===== src/rtl/riscv_mem_seq.sv =====
// riscv_mem_seq: shares one byte-wide synchronous RAM port between the
// instruction-fetch requester (I) and the load/store requester (D).
// Each granted access is split into 1, 2 or 4 byte beats. Read bytes are
// assembled little-endian into a word response.
module riscv_mem_seq #(
  parameter int XLEN       = 32,
  parameter int MEM_ADDR_W = 7
) (
  input  logic                  clk,
  input  logic                  rst,
  input  logic                  i_req_valid,
  output logic                  i_req_ready,
  input  logic [XLEN-1:0]       i_req_addr,
  output logic                  i_rsp_valid,
  output logic [XLEN-1:0]       i_rsp_data,
  input  logic                  d_req_valid,
  output logic                  d_req_ready,
  input  logic [XLEN-1:0]       d_req_addr,
  input  logic                  d_req_we,
  input  logic [1:0]            d_req_size,
  input  logic [XLEN-1:0]       d_req_wdata,
  output logic                  d_rsp_valid,
  output logic [XLEN-1:0]       d_rsp_data,
  output logic [MEM_ADDR_W-1:0] mem_addr,
  output logic                  mem_re,
  output logic                  mem_we,
  output logic [7:0]            mem_wdata,
  input  logic [7:0]            mem_rdata,
  output logic                  busy
);

  // Access size encodings (RISC-V funct3 style); anything else means a word.
  localparam logic [1:0] MASK_B = 2'b00;
  localparam logic [1:0] MASK_H = 2'b01;
  localparam logic [1:0] MASK_X = 2'b10;

  typedef enum logic [1:0] {
    S_IDLE  = 2'd0,
    S_BEAT  = 2'd1,
    S_DRAIN = 2'd2,
    S_RESP  = 2'd3
  } state_t;

  // Extract byte idx of a word.
  function automatic logic [7:0] get_byte(input logic [XLEN-1:0] word, input logic [1:0] idx);
    return word[{idx, 3'b000} +: 8];
  endfunction

  // Replace byte idx of a word.
  function automatic logic [XLEN-1:0] put_byte(input logic [XLEN-1:0] word, input logic [1:0] idx,
                                               input logic [7:0] b);
    logic [XLEN-1:0] w;
    w = word;
    w[{idx, 3'b000} +: 8] = b;
    return w;
  endfunction

  state_t                state_q, state_d;
  logic                  prio_q, prio_d;        // 1: D holds priority, 0: I holds it
  logic                  owner_q, owner_d;      // 1: D owns the access, 0: I owns it
  logic                  we_q, we_d;
  logic [1:0]            last_q, last_d;        // index of the final beat (N-1)
  logic [1:0]            cnt_q, cnt_d;          // current beat index
  logic [MEM_ADDR_W-1:0] base_q, base_d;
  logic [XLEN-1:0]       wdata_q, wdata_d;
  logic [XLEN-1:0]       asm_q, asm_d;          // read-byte assembly register
  logic [MEM_ADDR_W-1:0] mem_addr_q, mem_addr_d;
  logic                  mem_re_q, mem_re_d;
  logic                  mem_we_q, mem_we_d;
  logic [7:0]            mem_wdata_q, mem_wdata_d;
  logic                  i_rsp_valid_q, i_rsp_valid_d;
  logic [XLEN-1:0]       i_rsp_data_q, i_rsp_data_d;
  logic                  d_rsp_valid_q, d_rsp_valid_d;
  logic [XLEN-1:0]       d_rsp_data_q, d_rsp_data_d;

  logic                  grant_i_s, grant_d_s;
  logic [1:0]            req_last_s;
  logic [MEM_ADDR_W-1:0] req_base_s;
  logic                  req_we_s;
  logic [XLEN-1:0]       req_wdata_s;
  logic [1:0]            next_cnt_s;
  logic [XLEN-1:0]       final_s;
  logic                  unused_addr_s;

  // Upper address bits are deliberately ignored.
  assign unused_addr_s = ^{i_req_addr[XLEN-1:MEM_ADDR_W], d_req_addr[XLEN-1:MEM_ADDR_W]};

  // Round-robin arbitration and decode of the winning request.
  always_comb begin
    grant_d_s   = 1'b0;
    grant_i_s   = 1'b0;
    req_last_s  = 2'd3;
    req_base_s  = i_req_addr[MEM_ADDR_W-1:0];
    req_we_s    = 1'b0;
    req_wdata_s = {XLEN{1'b0}};
    if ((state_q == S_IDLE) && !rst) begin
      grant_d_s = d_req_valid && (!i_req_valid || prio_q);
      grant_i_s = i_req_valid && !grant_d_s;
    end else begin
      grant_d_s = 1'b0;
      grant_i_s = 1'b0;
    end
    if (grant_d_s) begin
      req_base_s  = d_req_addr[MEM_ADDR_W-1:0];
      req_we_s    = d_req_we;
      req_wdata_s = d_req_wdata;
      case (d_req_size)
        MASK_B:  req_last_s = 2'd0;
        MASK_H:  req_last_s = 2'd1;
        MASK_X:  req_last_s = 2'd3;
        default: req_last_s = 2'd3;
      endcase
    end else begin
      req_base_s  = i_req_addr[MEM_ADDR_W-1:0];
      req_we_s    = 1'b0;
      req_wdata_s = {XLEN{1'b0}};
      req_last_s  = 2'd3;
    end
  end

  // Next-state and registered-output computation for the beat sequencer.
  always_comb begin
    state_d       = state_q;
    prio_d        = prio_q;
    owner_d       = owner_q;
    we_d          = we_q;
    last_d        = last_q;
    cnt_d         = cnt_q;
    base_d        = base_q;
    wdata_d       = wdata_q;
    asm_d         = asm_q;
    mem_addr_d    = {MEM_ADDR_W{1'b0}};
    mem_re_d      = 1'b0;
    mem_we_d      = 1'b0;
    mem_wdata_d   = 8'd0;
    i_rsp_valid_d = 1'b0;
    i_rsp_data_d  = i_rsp_data_q;
    d_rsp_valid_d = 1'b0;
    d_rsp_data_d  = d_rsp_data_q;
    next_cnt_s    = cnt_q + 2'd1;
    final_s       = {XLEN{1'b0}};
    case (state_q)
      S_IDLE: begin
        if (grant_d_s || grant_i_s) begin
          state_d     = S_BEAT;
          prio_d      = !grant_d_s;
          owner_d     = grant_d_s;
          we_d        = req_we_s;
          last_d      = req_last_s;
          cnt_d       = 2'd0;
          base_d      = req_base_s;
          wdata_d     = req_wdata_s;
          asm_d       = {XLEN{1'b0}};
          // Beat 0 strobes are registered here so they appear in the first beat cycle.
          mem_addr_d  = req_base_s;
          mem_we_d    = req_we_s;
          mem_re_d    = !req_we_s;
          mem_wdata_d = req_we_s ? req_wdata_s[7:0] : 8'd0;
        end else begin
          state_d = S_IDLE;
        end
      end
      S_BEAT: begin
        // Read data of the previous beat arrives now.
        if ((cnt_q != 2'd0) && !we_q) begin
          asm_d = put_byte(asm_q, cnt_q - 2'd1, mem_rdata);
        end else begin
          asm_d = asm_q;
        end
        if (cnt_q == last_q) begin
          state_d = S_DRAIN;
        end else begin
          cnt_d       = next_cnt_s;
          mem_addr_d  = base_q + {{(MEM_ADDR_W-2){1'b0}}, next_cnt_s};
          mem_we_d    = we_q;
          mem_re_d    = !we_q;
          mem_wdata_d = we_q ? get_byte(wdata_q, next_cnt_s) : 8'd0;
        end
      end
      S_DRAIN: begin
        if (we_q) begin
          final_s = {XLEN{1'b0}};
        end else begin
          final_s = put_byte(asm_q, last_q, mem_rdata);
        end
        asm_d   = final_s;
        state_d = S_RESP;
        if (owner_q) begin
          d_rsp_valid_d = 1'b1;
          d_rsp_data_d  = final_s;
        end else begin
          i_rsp_valid_d = 1'b1;
          i_rsp_data_d  = final_s;
        end
      end
      S_RESP: begin
        state_d = S_IDLE;
      end
      default: begin
        state_d = S_IDLE;
      end
    endcase
  end

  // State and output registers; reset clears everything and gives D priority.
  always_ff @(posedge clk or posedge rst) begin
    if (rst) begin
      state_q       <= S_IDLE;
      prio_q        <= 1'b1;
      owner_q       <= 1'b0;
      we_q          <= 1'b0;
      last_q        <= 2'd0;
      cnt_q         <= 2'd0;
      base_q        <= {MEM_ADDR_W{1'b0}};
      wdata_q       <= {XLEN{1'b0}};
      asm_q         <= {XLEN{1'b0}};
      mem_addr_q    <= {MEM_ADDR_W{1'b0}};
      mem_re_q      <= 1'b0;
      mem_we_q      <= 1'b0;
      mem_wdata_q   <= 8'd0;
      i_rsp_valid_q <= 1'b0;
      i_rsp_data_q  <= {XLEN{1'b0}};
      d_rsp_valid_q <= 1'b0;
      d_rsp_data_q  <= {XLEN{1'b0}};
    end else begin
      state_q       <= state_d;
      prio_q        <= prio_d;
      owner_q       <= owner_d;
      we_q          <= we_d;
      last_q        <= last_d;
      cnt_q         <= cnt_d;
      base_q        <= base_d;
      wdata_q       <= wdata_d;
      asm_q         <= asm_d;
      mem_addr_q    <= mem_addr_d;
      mem_re_q      <= mem_re_d;
      mem_we_q      <= mem_we_d;
      mem_wdata_q   <= mem_wdata_d;
      i_rsp_valid_q <= i_rsp_valid_d;
      i_rsp_data_q  <= i_rsp_data_d;
      d_rsp_valid_q <= d_rsp_valid_d;
      d_rsp_data_q  <= d_rsp_data_d;
    end
  end

  assign i_req_ready = grant_i_s;
  assign d_req_ready = grant_d_s;
  assign i_rsp_valid = i_rsp_valid_q;
  assign i_rsp_data  = i_rsp_data_q;
  assign d_rsp_valid = d_rsp_valid_q;
  assign d_rsp_data  = d_rsp_data_q;
  assign mem_addr    = mem_addr_q;
  assign mem_re      = mem_re_q;
  assign mem_we      = mem_we_q;
  assign mem_wdata   = mem_wdata_q;
  assign busy        = (state_q != S_IDLE);

endmodule


===== config.mk =====
export PLATFORM = sky130hd
export DESIGN_NAME = riscv_mem_seq
export DESIGN_NICKNAME = d
export VERILOG_FILES = /design/src/rtl/riscv_mem_seq.sv
export SDC_FILE = /design/constraint.sdc
export NUM_CORES = 1
export LEC_CHECK = 0
export ABC_AREA = 1
export CAP_MARGIN = 20
export CELL_PAD_IN_SITES_DETAIL_PLACEMENT = 1
export CELL_PAD_IN_SITES_GLOBAL_PLACEMENT = 1
export CORE_UTILIZATION = 33
export DETAILED_ROUTE_END_ITERATION = 16
export GPL_ROUTABILITY_DRIVEN = 0
export PLACE_DENSITY = 0.76
export RECOVER_POWER = 100
export SETUP_SLACK_MARGIN = 0.4
export SLEW_MARGIN = 20
export SYNTH_ARGS = -nofsm -noshare
export SYNTH_HDL_FRONTEND = slang
export SYNTH_SLANG_ARGS = --single-unit

===== constraint.sdc =====
create_clock -name clk -period 6.7 [get_ports clk]
set_input_delay 1.34 -clock clk [delete_from_list [all_inputs] [get_ports clk]]
set_output_delay 1.34 -clock clk [all_outputs]
set_load 0.03 [all_outputs]

# Word level (Yosys, flattened, before mapping)
# Index checks and enable logic that the tools add are counted.
word_totals:
  output_inout_bits: 86
  input_bits: 111
  reg_bits: 163
classes:
  n_reduce_logical: 23
  eq_ne: 9
  shift: 5
  n_bitwise: 1
  addsub: 5
  mux: 37
op_table:
  columns: ["op", "count"]
  rows:
  - ["32-bit two-way mux", 4]
  - ["32-bit one-hot mux with 3 select lines", 1]
  - ["32-bit bitwise mux", 2]
  - ["8-bit by 7-bit variable shift with 32-bit output (first input constant)", 2]
  - ["8-bit by 7-bit indexed part select with 32-bit output", 2]
  - ["8-bit two-way mux", 4]
  - ["32-bit by 6-bit indexed part select with 8-bit output", 1]
  - ["7-bit two-way mux", 3]
  - ["8-bit one-hot mux with 2 select lines", 1]
  - ["5-bit negation with 7-bit output", 2]
  - ["7-bit one-hot mux with 2 select lines", 1]
  - ["1-bit two-way mux", 12]
  - ["2-bit two-way mux", 4]
  - ["2-bit one-hot mux with 2 select lines", 2]
  - ["2-bit one-hot mux with 4 select lines", 1]
  - ["7-bit by 2-bit adder with 7-bit output", 1]
  - ["1-bit logical NOT", 6]
  - ["2-bit inequality test (second input constant)", 3]
  - ["2-bit AND reduction", 3]
  - ["3-bit AND reduction", 2]
  - ["2-bit nonzero test", 3]
  - ["2-bit by 1-bit == test with 1-bit output (second input constant)", 2]
  - ["2-bit == test (second input constant)", 2]
  - ["1-bit logical AND", 4]
  - ["other kinds (9)", 12]

# Longest topological paths before layout
# Gate-level depths: netlist of the first run.
depth:
  word_depth: 9
  depth_mapped: 13
  ltp_nobuf: 12

# Worst setup path after synthesis of the first run
# Ideal clock, no wire load.
synth_timing:
  kind: "input to output"
  startpoint: "in rst"
  endpoint: "out d_req_ready"
  arrival_ns: 5.809
  cell_stages: 4
  setup_slack_ns: -0.449
  required_time_ns: 5.360
  cell_sequence: "inv_1 nand2_1 nor2_4 buf_2"
synth_via:
  elab_chain_len: 3
synth_rtl:
  columns: ["item", "line", "text"]
  rows:
  - ["start: declaration", "10", "input logic rst,"]
  - ["1-bit logical NOT (no source line)", null, null]
  - ["1-bit logical AND", "96", "if ((state_q == S_IDLE) && !rst) begin"]
  - ["1-bit two-way mux", "96", null]
  - ["end: declaration", "17", "output logic d_req_ready,"]
# Every way passes these cells.

# Final worst setup path of the first run
layout_timing:
  startpoint: "in rst"
  endpoint: "reg asm_q[3]"
layout_via:
  elab_chain_len: 6
  elab_cells_between_ends: 7
layout_rtl:
  columns: ["item", "line", "text"]
  rows:
  - ["1-bit logical NOT (no source line) *", null, null]
  - ["1-bit logical AND *", "96", null]
  - ["1-bit two-way mux", "96", null]
  - ["1-bit logical OR *", "144", "if (grant_d_s || grant_i_s) begin"]
  - ["2-bit by 1-bit inequality test with 1-bit output (no source line) *", null, null]
  - ["3-bit AND reduction (no source line) *", null, null]
  - ["end signal: assignment", "216", "asm_q <= {XLEN{1'b0}};"]
  - ["end signal: assignment", "234", "asm_q <= asm_d;"]
  - ["end: declaration", "66", "logic [XLEN-1:0] asm_q, asm_d;"]
# Mark *: on every way between the ends. The rest lies on a longest branch, timed or not.
# A chain may end at the register's enable or synchronous reset.

==> impl_metrics.csv, run 1 <==
group,metric,value,unit
global_route,first_global_vias,8060,
synthesis,synth-compound-area-share,13.9,%
pwr,power_density,459,nW/um2
routing,vias,7722,
place,post-dp-hpwl,17.0,mm
synthesis,ys_top_cells_by_area,"dfrtp_1 49%, nand2_1 18%, o21ai_0 10%",
min_path,hold_path.class,"register to register",
sta,maxSlewHeadroom,-74.1,%
synthesis,synth-edff-count,0,
clock_tree,clk_latency,0.44,ns
final_layout,final_cell_area,10400,um2
sta,min_period_over_period,76.0,%
routing,dr.first_iter.drc_count,410,
final_layout,final_cells,1531,
synthesis,synth_top_area_share,49.2,%
clock_tree,ctsResizeCount,0,
final_layout,drive_gt1_share,3.48,%
synthesis,synth_ff_type,"dfrtp_1",
synthesis,synth_top_family_by_area,"simple AND/OR/NAND/NOR gates",
final_layout,nets,1322,
place,dpl-instance-area,9900,um2
sta,rsz0062_at_grt,"no",
sta,slew_viol_final,241,
place,portBuffers,146,
place,pre_cts_ws,1.74,ns
synthesis,synth_area,8240,um2
sta,finalWorstSetupSlack,1.61,ns
die,die-width,160,um
routing,first_pass_iters,4,
critical_path,startpoint_type,"input pin",
clock_tree,clk_pin_slew_worst_paths,0.07,ns
sta,finClkSkew,0.0141,ns
pwr,power.leakage,5.18,nW
global_route,grt_use_total,20.8,%
clock_tree,ctsHoldBuffers,0,
critical_path,critPathSlowestCell,"nor2_1",
critical_path,crit_buf_inv,1,
synthesis,synth_simple_gate_area_share,27.8,%
final_layout,diodes,0,
critical_path,crit_family,"simple AND/OR/NAND/NOR gates",
routing,post_drt_wl_per_cell,16.5,um
critical_path,r2r_slack,1.77,ns
synthesis,syn-instance-count,1079,
synthesis,synthAdderAreaFrac,2.67,%
synthesis,yosysWarnings,0,
synthesis,synth_nets,1207,
run_status,status,"complete, but fails checks",
global_route,antenna_found_initial,0,
die,coreArea,24400,um2
run_status,violations,"capacitance limit, slew limit",
synthesis,synthXorXnorAreaFrac,0.319,%
critical_path,crit_fanout,33,
global_route,grt_overflow,0,
critical_path,critPathKind,"input pin to register",
critical_path,cp-end-kind,"register",
routing,viasPerCell,5.04,
die,die-area,25600,um2
synthesis,ys_types,33,
synthesis,syn-mean-instance-area,7.63,um2
routing,ant_nets,0,
synthesis,seq_area_frac_synth,49.5,%
synthesis,ys_ff_latch,163,
sta,tightest_slew,2.60,ns
clock_tree,cts-root-buf,"clkbuf_16",
critical_path,worst_ep_arrival_time,5.46,ns
die,pin_count,197,
critical_path,worstPathRequired,7.07,ns
clock_tree,cts.sinks,163,
die,rows,57,
clock_tree,cts_tree,"yes",
place,dp.cells,1499,
sta,fin_setup_tns,0,ns
routing,drc,0,
clock_tree,clockBufferDepth,2,
sta,hold_viol,0,
die,initial_core_util,33.8,%
final_layout,area_growth,26.3,%
final_layout,postLayoutCoreUtil,42.6,%
die,die_h,160,um
sta,setup_viol,0,
clock_tree,postCtsSetupBuffers,0,
global_route,grt_pass1_wl,42.3,mm
synthesis,yosysTopAreaCell,"dfrtp_1",
synthesis,synth_mux_area_share,0,%
clock_tree,htree_levels,4,
critical_path,path_cells,"dlygate4sd3_1, nor2_1, nand3_1, nand3_1, nand2_4, nor2_1, nand2_1, nand2_1",
sta,max_freq,196,MHz
routing,routed_wl,25.3,mm
pwr,peakVddDrop,0.209,mV
sta,layout_min_cycle_time,5.09,ns
critical_path,critPathMaxStageDelay,2.01,ns
global_route,grt_max_degree,70,
synthesis,async_flop_share,100,%
run,cap_violations,5,
clock_tree,numCtsBuffers,17,
-- metrics by stage --
| stage | total power, mW | hold slack [ns] |
|---|---|---|
| 2_1_floorplan | 3.06 | 0.437 |
| 3_3_place_gp | 3.87 | 0.456 |
| 3_5_place_dp | 3.93 | 0.463 |
| 4_1_cts | 4.91 | 0.491 |
| 5_1_grt | 5.13 | 0.510 |
| 6_report | 4.77 | 0.481 |
-- synth_stat cells (2+ instances only) --
cell type    n
a21oi_1     12
nor3_1       2
xnor2_1      3
nor2_1      94
inv_2        2
nand3_1     62
clkbuf_1    30
ha_1        16
a22o_1      14
nand4_1      2
nor2_4       2
nand2_1    401
o21a_1       9
o21ai_0    172
dfrtp_1    162
o22ai_1      4
clkinv_1     3
inv_1       53
buf_6        3
buf_2       16
buf_1        5
-- path summary, 6_finish.rpt --
kind                                       startpoint  depth (start not counted)                    endpoint
max reg2reg                    state_q[0]$_DFFE_PP0P_                          8        asm_q[3]$_DFFE_PP0P_
min                        d_rsp_data[26]$_DFFE_PP0P_                          2  d_rsp_data[26]$_DFFE_PP0P_
max                                               rst                          8        asm_q[3]$_DFFE_PP0P_
min in group asynchronous                         rst                          2       mem_addr[5]$_DFF_PP0_
max in group asynchronous                         rst                          3  i_rsp_data[22]$_DFFE_PP0P_
min reg2reg                d_rsp_data[26]$_DFFE_PP0P_                          2  d_rsp_data[26]$_DFFE_PP0P_
-- power breakdown --
part	switching [mW]	leakage [nW]	internal, mW	total [mW]
Combinational	1.62	2.73	0.692	2.31
Sequential	0.193	2.18	1.31	1.50
Clock	0.438	0.265	0.516	0.954
Total	2.25	5.18	2.52	4.77
-- cell type report --
cell class	instances	area (um2)
multi-input cells	802	3630
clock buffers	18	429
inverters	58	221
repair buffers	152	1500
flip-flops and latches	163	4080
well taps	324	405
fillers	3009	14000
clock inverters	14	130
-- placed cells by master (no fill, tap or decap) --
cell type and instances:
nand3_1 64, buf_4 5, clkbuf_16 17, nand2_1 401
a21oi_1 12, fa_1 1, clkbuf_1 2, nor3_1 2
inv_2 2, ha_1 16, nand3b_1 1, inv_8 1
dfrtp_1 162, inv_6 3, nor2_1 97, o21a_1 9
inv_1 52, clkinv_2 3, nor2_2 1, xnor2_1 3
clkinv_4 2, bufinv_16 1, o22ai_1 4, dlygate4sd3_1 87
dfstp_2 1, a22o_1 14, o211ai_1 1, clkinvlp_4 5
nand2_4 1, nand4_1 2, o21ai_0 173, clkinv_1 3
clkdlybuf4s50_1 59
-- logic make-up after synthesis --
family          Yosys count
simple gates            569
compound gates          213
flops                   163
buf+inv                 114
fa+ha+maj                17
xor+xnor                  3
-- worst min-delay path, stage by stage (launching register included) --
cell and delay [ns]:
dfrtp_1 0.34, nand2_1 0.05, o21ai_0 0.06
-- layer usage --
metal / vias up / part of all wire [%] / GRT usage [%]
met5: - / 0 / 0
met4: 0 / 2.3 / 7.53
met3: 40 / 5.0 / 4.18
met1: 3765 / 47 / 27.9
met2: 206 / 46 / 33.1
li1: 3711 / - / -
-- sequential cells by signal (all words and copies together) (netlist names) --
| signal | flops |
|---|---|
| asm_q | 32 |
| d_rsp_data | 32 |
| i_rsp_data | 32 |
| wdata_q | 32 |
| mem_wdata | 8 |
| base_q | 7 |
| mem_addr | 7 |
| cnt_q | 2 |
| last_q | 2 |
| state_q | 2 |
| d_rsp_valid | 1 |
| i_rsp_valid | 1 |
| mem_re | 1 |
| mem_we | 1 |
| owner_q | 1 |
| prio_q | 1 |
| we_q | 1 |
(Power assumes the default switching activity.)
==> inputs of run 2 (changes only) <==
- CORE_UTILIZATION: 33 -> 36
- PLACE_DENSITY: 0.76 -> 0.79
- clock period: 6.7 -> 5.3 ns (I/O delays scaled with it)
==> run 2 against run 1 <==
  * The flow still finishes with violations (capacitance limit, slew limit)
  * Global-route usage increased by 1.8 points
  * Setup slack lost 0.57 ns
  * Cell count down 2.9%
  * First-iteration DRC count grew 4.1%
  * Sequential share of layout area about the same
  * Highest routed layer unchanged
==> impl_metrics.csv, run 2 (synthesis results as in run 1) <==
group,metric,value,unit
run_status,status,"complete, but fails checks",
run_status,violations,"capacitance limit, slew limit",
final_layout,diodes,0,
critical_path,worstPathRequired,5.58,ns
die,rows,54,
sta,tightest_slew,2.29,ns
critical_path,critPathSlowestCell,"clkbuf_1",
clock_tree,htree_levels,4,
sta,setup_viol,0,
routing,vias,7737,
critical_path,path_cells,"dlygate4sd3_1, clkinvlp_4, nand2_1, nor2_1, clkbuf_1, nor2_2, buf_4, inv_1, o21ai_0",
clock_tree,clockBufferDepth,2,
global_route,grt_max_degree,164,
critical_path,critPathKind,"input pin to register",
sta,min_period_over_period,80.4,%
pwr,power_density,592,nW/um2
pwr,p_int,3.29,mW
global_route,grt_pass1_wl,42.1,mm
sta,slew_viol_final,390,
global_route,grt_use_total,22.5,%
sta,fin_setup_tns,0,ns
place,dp.cells,1454,
sta,maxSlewHeadroom,-52.6,%
routing,first_pass_iters,5,
pwr,peakVddDrop,0.279,mV
clock_tree,postCtsSetupBuffers,0,
final_layout,area_growth,26.3,%
routing,routed_wl,25.2,mm
final_layout,nets,1322,
sta,hold_viol,0,
pwr,seqPwrFrac,30.8,%
clock_tree,cts.sinks,163,
clock_tree,ctsResizeCount,0,
clock_tree,ctsHoldBuffers,0,
critical_path,crit_fanout,45,
final_layout,drive_gt1_share,3.56,%
clock_tree,cts-root-buf,"clkbuf_16",
critical_path,startpoint_type,"input pin",
clock_tree,clk_latency,0.44,ns
pwr,pwr-share-clk,21.5,%
global_route,antenna_found_initial,0,
pwr,switching_share,46.6,%
critical_path,worst_ep_arrival_time,4.53,ns
die,coreArea,22200,um2
routing,post_drt_wl_per_cell,17.0,um
final_layout,postLayoutCoreUtil,46.9,%
place,post-dp-hpwl,16.5,mm
final_layout,layout_common_cells,"401 x nand2_1, 173 x o21ai_0, 162 x dfrtp_1",
clock_tree,clk_pin_slew_worst_paths,0.07,ns
global_route,grt_overflow,0,
pwr,power.leakage,5.20,nW
sta,layout_min_cycle_time,4.26,ns
min_path,hold_path.class,"register to register",
die,initial_core_util,37.2,%
final_layout,fillers,2731,
die,die_h,153,um
sta,rsz0062_at_grt,"no",
pwr,comb_power_share,47.8,%
critical_path,cp-end-kind,"register",
routing,dr.first_iter.drc_count,427,
routing,ant_nets,0,
pwr,switching_power,2.87,mW
die,pin_count,197,
die,die-width,153,um
routing,drc,0,
routing,viasPerCell,5.20,
global_route,first_global_vias,7943,
sta,finClkSkew,0.0126,ns
critical_path,critPathMaxStageDelay,1.46,ns
place,portBuffers,146,
clock_tree,cts_tree,"yes",
die,die-area,23500,um2
final_layout,layout_commonest_cell,"nand2_1",
clock_tree,numCtsBuffers,17,
run,cap_violations,6,
final_layout,final_cells,1487,
sta,max_freq,235,MHz
## run 2: changes by cell type in the layout (fill, tap and decap cells not counted), sizes merged
| cell | before | now |
|---|---|---|
| buf | 5 | 3 |
| bufinv | 1 | 3 |
| clkbuf | 19 | 20 |
| clkinv | 8 | 4 |
| clkinvlp | 5 | 4 |
| inv | 58 | 62 |
## run 2: metal layers
metal,up-vias,share of wire (%),track usage (%)
met5,-,0,0
li1,3709,-,-
met3,25,4.9,4.91
met2,193,47,36.6
met4,0,1.1,6.06
met1,3810,47,30.4
## run 2: final timing paths
kind,from,endpoint,slack [ns],depth (start not counted)
worst max register to register,state_q[0]$_DFFE_PP0P_,asm_q[15]$_DFFE_PP0P_,1.13,8
max in group asynchronous,rst,asm_q[6]$_DFFE_PP0P_,1.89,3
min in group asynchronous,rst,base_q[3]$_DFFE_PP0P_,2.02,3
worst min register to register,wdata_q[15]$_DFFE_PP0P_,wdata_q[15]$_DFFE_PP0P_,0.47,2
worst max-delay path,rst,wdata_q[31]$_DFFE_PP0P_,1.04,9
worst min-delay path,wdata_q[15]$_DFFE_PP0P_,wdata_q[15]$_DFFE_PP0P_,0.47,2
## run 2: critical path, delay by kind of cell
kind            cells  cell delay (ns)
simple gates        3             0.30
buf+inv             5             2.97
compound gates      1             0.19
## run 2: through the flow
step	hold WS (ns)	total power [mW]	cell area, um2	worst slack [ns]
2_1_floorplan	0.437	3.87	8250	0.154
3_3_place_gp	0.451	4.87	9850	1.36
3_5_place_dp	0.456	4.96	9850	1.34
4_1_cts	0.473	6.32	10500	1.34
5_1_grt	0.491	6.61	10400	0.672
6_report	0.470	6.16	10400	1.04
## run 2: power groups by stage
stage	clock, mW	combinational, mW	sequential [mW]
2_1_floorplan	0	1.65	2.22
6_report	1.32	2.94	1.90
4_1_cts	1.35	3.06	1.91
3_5_place_dp	0	3.03	1.93
3_3_place_gp	0	2.96	1.91
5_1_grt	1.39	3.27	1.95
## run 2: cell type report
type | instances | area [um2] | area share [%]
Clock buffer | 17 | 425 | 4.09
Inverter | 58 | 221 | 2.13
Timing Repair Buffer | 152 | 1500 | 14.4
Multi-Input combinational cell | 802 | 3630 | 34.9
Clock inverter | 15 | 193 | 1.85
Tap cell | 280 | 350 | 3.37
Sequential cell | 163 | 4080 | 39.2
==> inputs of run 3 (changes only) <==
- CORE_UTILIZATION: 36 -> 33
- PLACE_DENSITY: 0.79 -> 0.76
- clock period: 5.3 -> 3.65 ns (I/O delays scaled with it)
==> run 3 against run 2 <==
  * Design area rose by 0.85%
  * The run still ends with capacitance limit, slew limit left
  * Wire length increased by 0.80%
  * Critical endpoint is now i_req_ready
  * Sequential power rose by 45%
  * First-iteration DRC count is 0.23% lower
==> impl_metrics.csv, run 3 (synthesis results as in run 1) <==
group,metric,value,unit
sta,finalWorstSetupSlack,0.594,ns
critical_path,cp-end-kind,"primary output",
die,die-width,160,um
critical_path,worstPathRequired,2.92,ns
critical_path,critPathKind,"input pin to primary output",
run,cap_violations,2,
critical_path,crit_fanout,8,
sta,maxSlewHeadroom,-8.71,%
clock_tree,htree_levels,4,
routing,drc,0,
global_route,grt_pass1_wl,42.3,mm
final_layout,final_cells,1537,
routing,viasPerCell,5.00,
sta,finClkSkew,0.0158,ns
global_route,grt_max_degree,164,
sta,slew_viol_final,108,
clock_tree,numCtsBuffers,17,
final_layout,drive_gt1_share,3.63,%
sta,setup_viol,0,
critical_path,r2r_slack,0.65,ns
critical_path,worst_ep_arrival_time,2.33,ns
clock_tree,clockBufferDepth,2,
final_layout,diodes,0,
die,die-area,25600,um2
place,portBuffers,146,
routing,routed_wl,25.4,mm
global_route,first_global_vias,7972,
pwr,power.leakage,5.21,nW
routing,first_pass_iters,4,
pwr,power_density,857,nW/um2
place,post-dp-hpwl,16.9,mm
place,pre_cts_ws,0.356,ns
sta,max_freq,327,MHz
critical_path,r2r_end,"asm_q[30]$_DFFE_PP0P_",
run_status,status,"complete, but fails checks",
final_layout,nets,1328,
clock_tree,cts_tree,"yes",
critical_path,r2r_start,"state_q[0]$_DFFE_PP0P_",
critical_path,reg2reg_depth,10,
final_layout,layout_commonest_cell,"nand2_1",
clock_tree,clk_latency,0.44,ns
clock_tree,cts.sinks,163,
clock_tree,cts-root-buf,"clkbuf_16",
critical_path,crit_path_start,"rst",
clock_tree,clk_pin_slew_worst_paths,0.06,ns
die,die_h,160,um
global_route,grt_overflow,0,
global_route,antenna_found_initial,0,
sta,min_period_over_period,83.7,%
die,initial_core_util,33.8,%
clock_tree,ctsHoldBuffers,0,
final_layout,area_growth,27.4,%
critical_path,crit_end,"i_req_ready",
pwr,peakVddDrop,0.402,mV
die,rows,57,
final_layout,layout_common_cells,"401 x nand2_1, 172 x o21ai_0, 162 x dfrtp_1",
place,dp.cells,1505,
place,dpl-instance-area,9950,um2
routing,post_drt_wl_per_cell,16.6,um
die,coreArea,24400,um2
sta,tightest_slew,1.63,ns
final_layout,postLayoutCoreUtil,43.0,%
routing,dr.first_iter.drc_count,426,
sta,rsz0062_at_grt,"no",
global_route,grt_use_total,20.7,%
critical_path,startpoint_type,"input pin",
die,pin_count,197,
run_status,violations,"capacitance limit, slew limit",
routing,vias,7678,
routing,ant_nets,0,
final_layout,final_cell_area,10500,um2
min_path,hold_path.class,"register to register",
sta,hold_viol,0,
sta,layout_min_cycle_time,3.06,ns
==> run 3: where the power goes <==
| part | internal [mW] | leakage [nW] | switching [mW] | total [mW] |
|---|---|---|---|---|
| logic | 1.29 | 2.74 | 3.01 | 4.30 |
| clock network | 1.10 | 0.288 | 0.838 | 1.94 |
| registers | 2.40 | 2.18 | 0.347 | 2.75 |
==> run 3: how the worst min path moves through the flow <==
| stage | startpoint | end | slack (ns) | cells after the start |
|---|---|---|---|---|
| finish | i_rsp_data[8]$_DFFE_PP0P_ | i_rsp_data[8]$_DFFE_PP0P_ | 0.48 | 2 |
| CTS | wdata_q[15]$_DFFE_PP0P_ | wdata_q[15]$_DFFE_PP0P_ | 0.48 | 2 |
| global placement | wdata_q[23]$_DFFE_PP0P_ | wdata_q[23]$_DFFE_PP0P_ | 0.45 | 2 |
| floorplan | wdata_q[15]$_DFFE_PP0P_ | wdata_q[15]$_DFFE_PP0P_ | 0.44 | 2 |
| detailed placement | wdata_q[23]$_DFFE_PP0P_ | wdata_q[23]$_DFFE_PP0P_ | 0.46 | 2 |
| global route | d_rsp_data[7]$_DFFE_PP0P_ | d_rsp_data[7]$_DFFE_PP0P_ | 0.50 | 2 |
==> run 3: per-stage QoR <==
| step | setup TNS (ns) | hold WS (ns) | power (mW) |
|---|---|---|---|
| after floorplan | -26.24 | 0.437 | 5.62 |
| after global placement | 0 | 0.453 | 7.15 |
| after detailed placement | 0 | 0.463 | 7.27 |
| after CTS | 0 | 0.483 | 9.26 |
| after global routing | 0 | 0.503 | 9.65 |
| final | 0 | 0.479 | 8.99 |
==> run 3: timing repair <==
item	4_1_cts	5_1_grt
setup buffers	0	0
endpoints found under the setup margin	1	0
gates resized for setup	1	0
==> run 3: final cells by class <==
cell class / count / area [um2]
Sequential cell: 163 / 4080
Timing Repair Buffer: 158 / 1540
Inverter: 58 / 219
Clock inverter: 14 / 186
Clock buffer: 18 / 429
Fill cell: 3025 / 13900
Multi-Input combinational cell: 802 / 3640
Tap cell: 324 / 405
==> run 3: worst max-delay path, stage by stage <==
cell and delay [ns]:
dlygate4sd3_1 0.57, nor2_1 0.16, nand2_1 0.11, inv_1 0.13, nand2_1 0.08, clkinv_1 0.13, dlygate4sd2_1 0.42
==> run 3: routing by layer <==
metal  share of wire, %  track usage [%]  up-vias
met5                  0                0        -
met4                1.3             5.93        0
met3                4.5             3.48       24
met2                 46             33.5      206
met1                 48             28.4     3725
li1                   -                -     3723
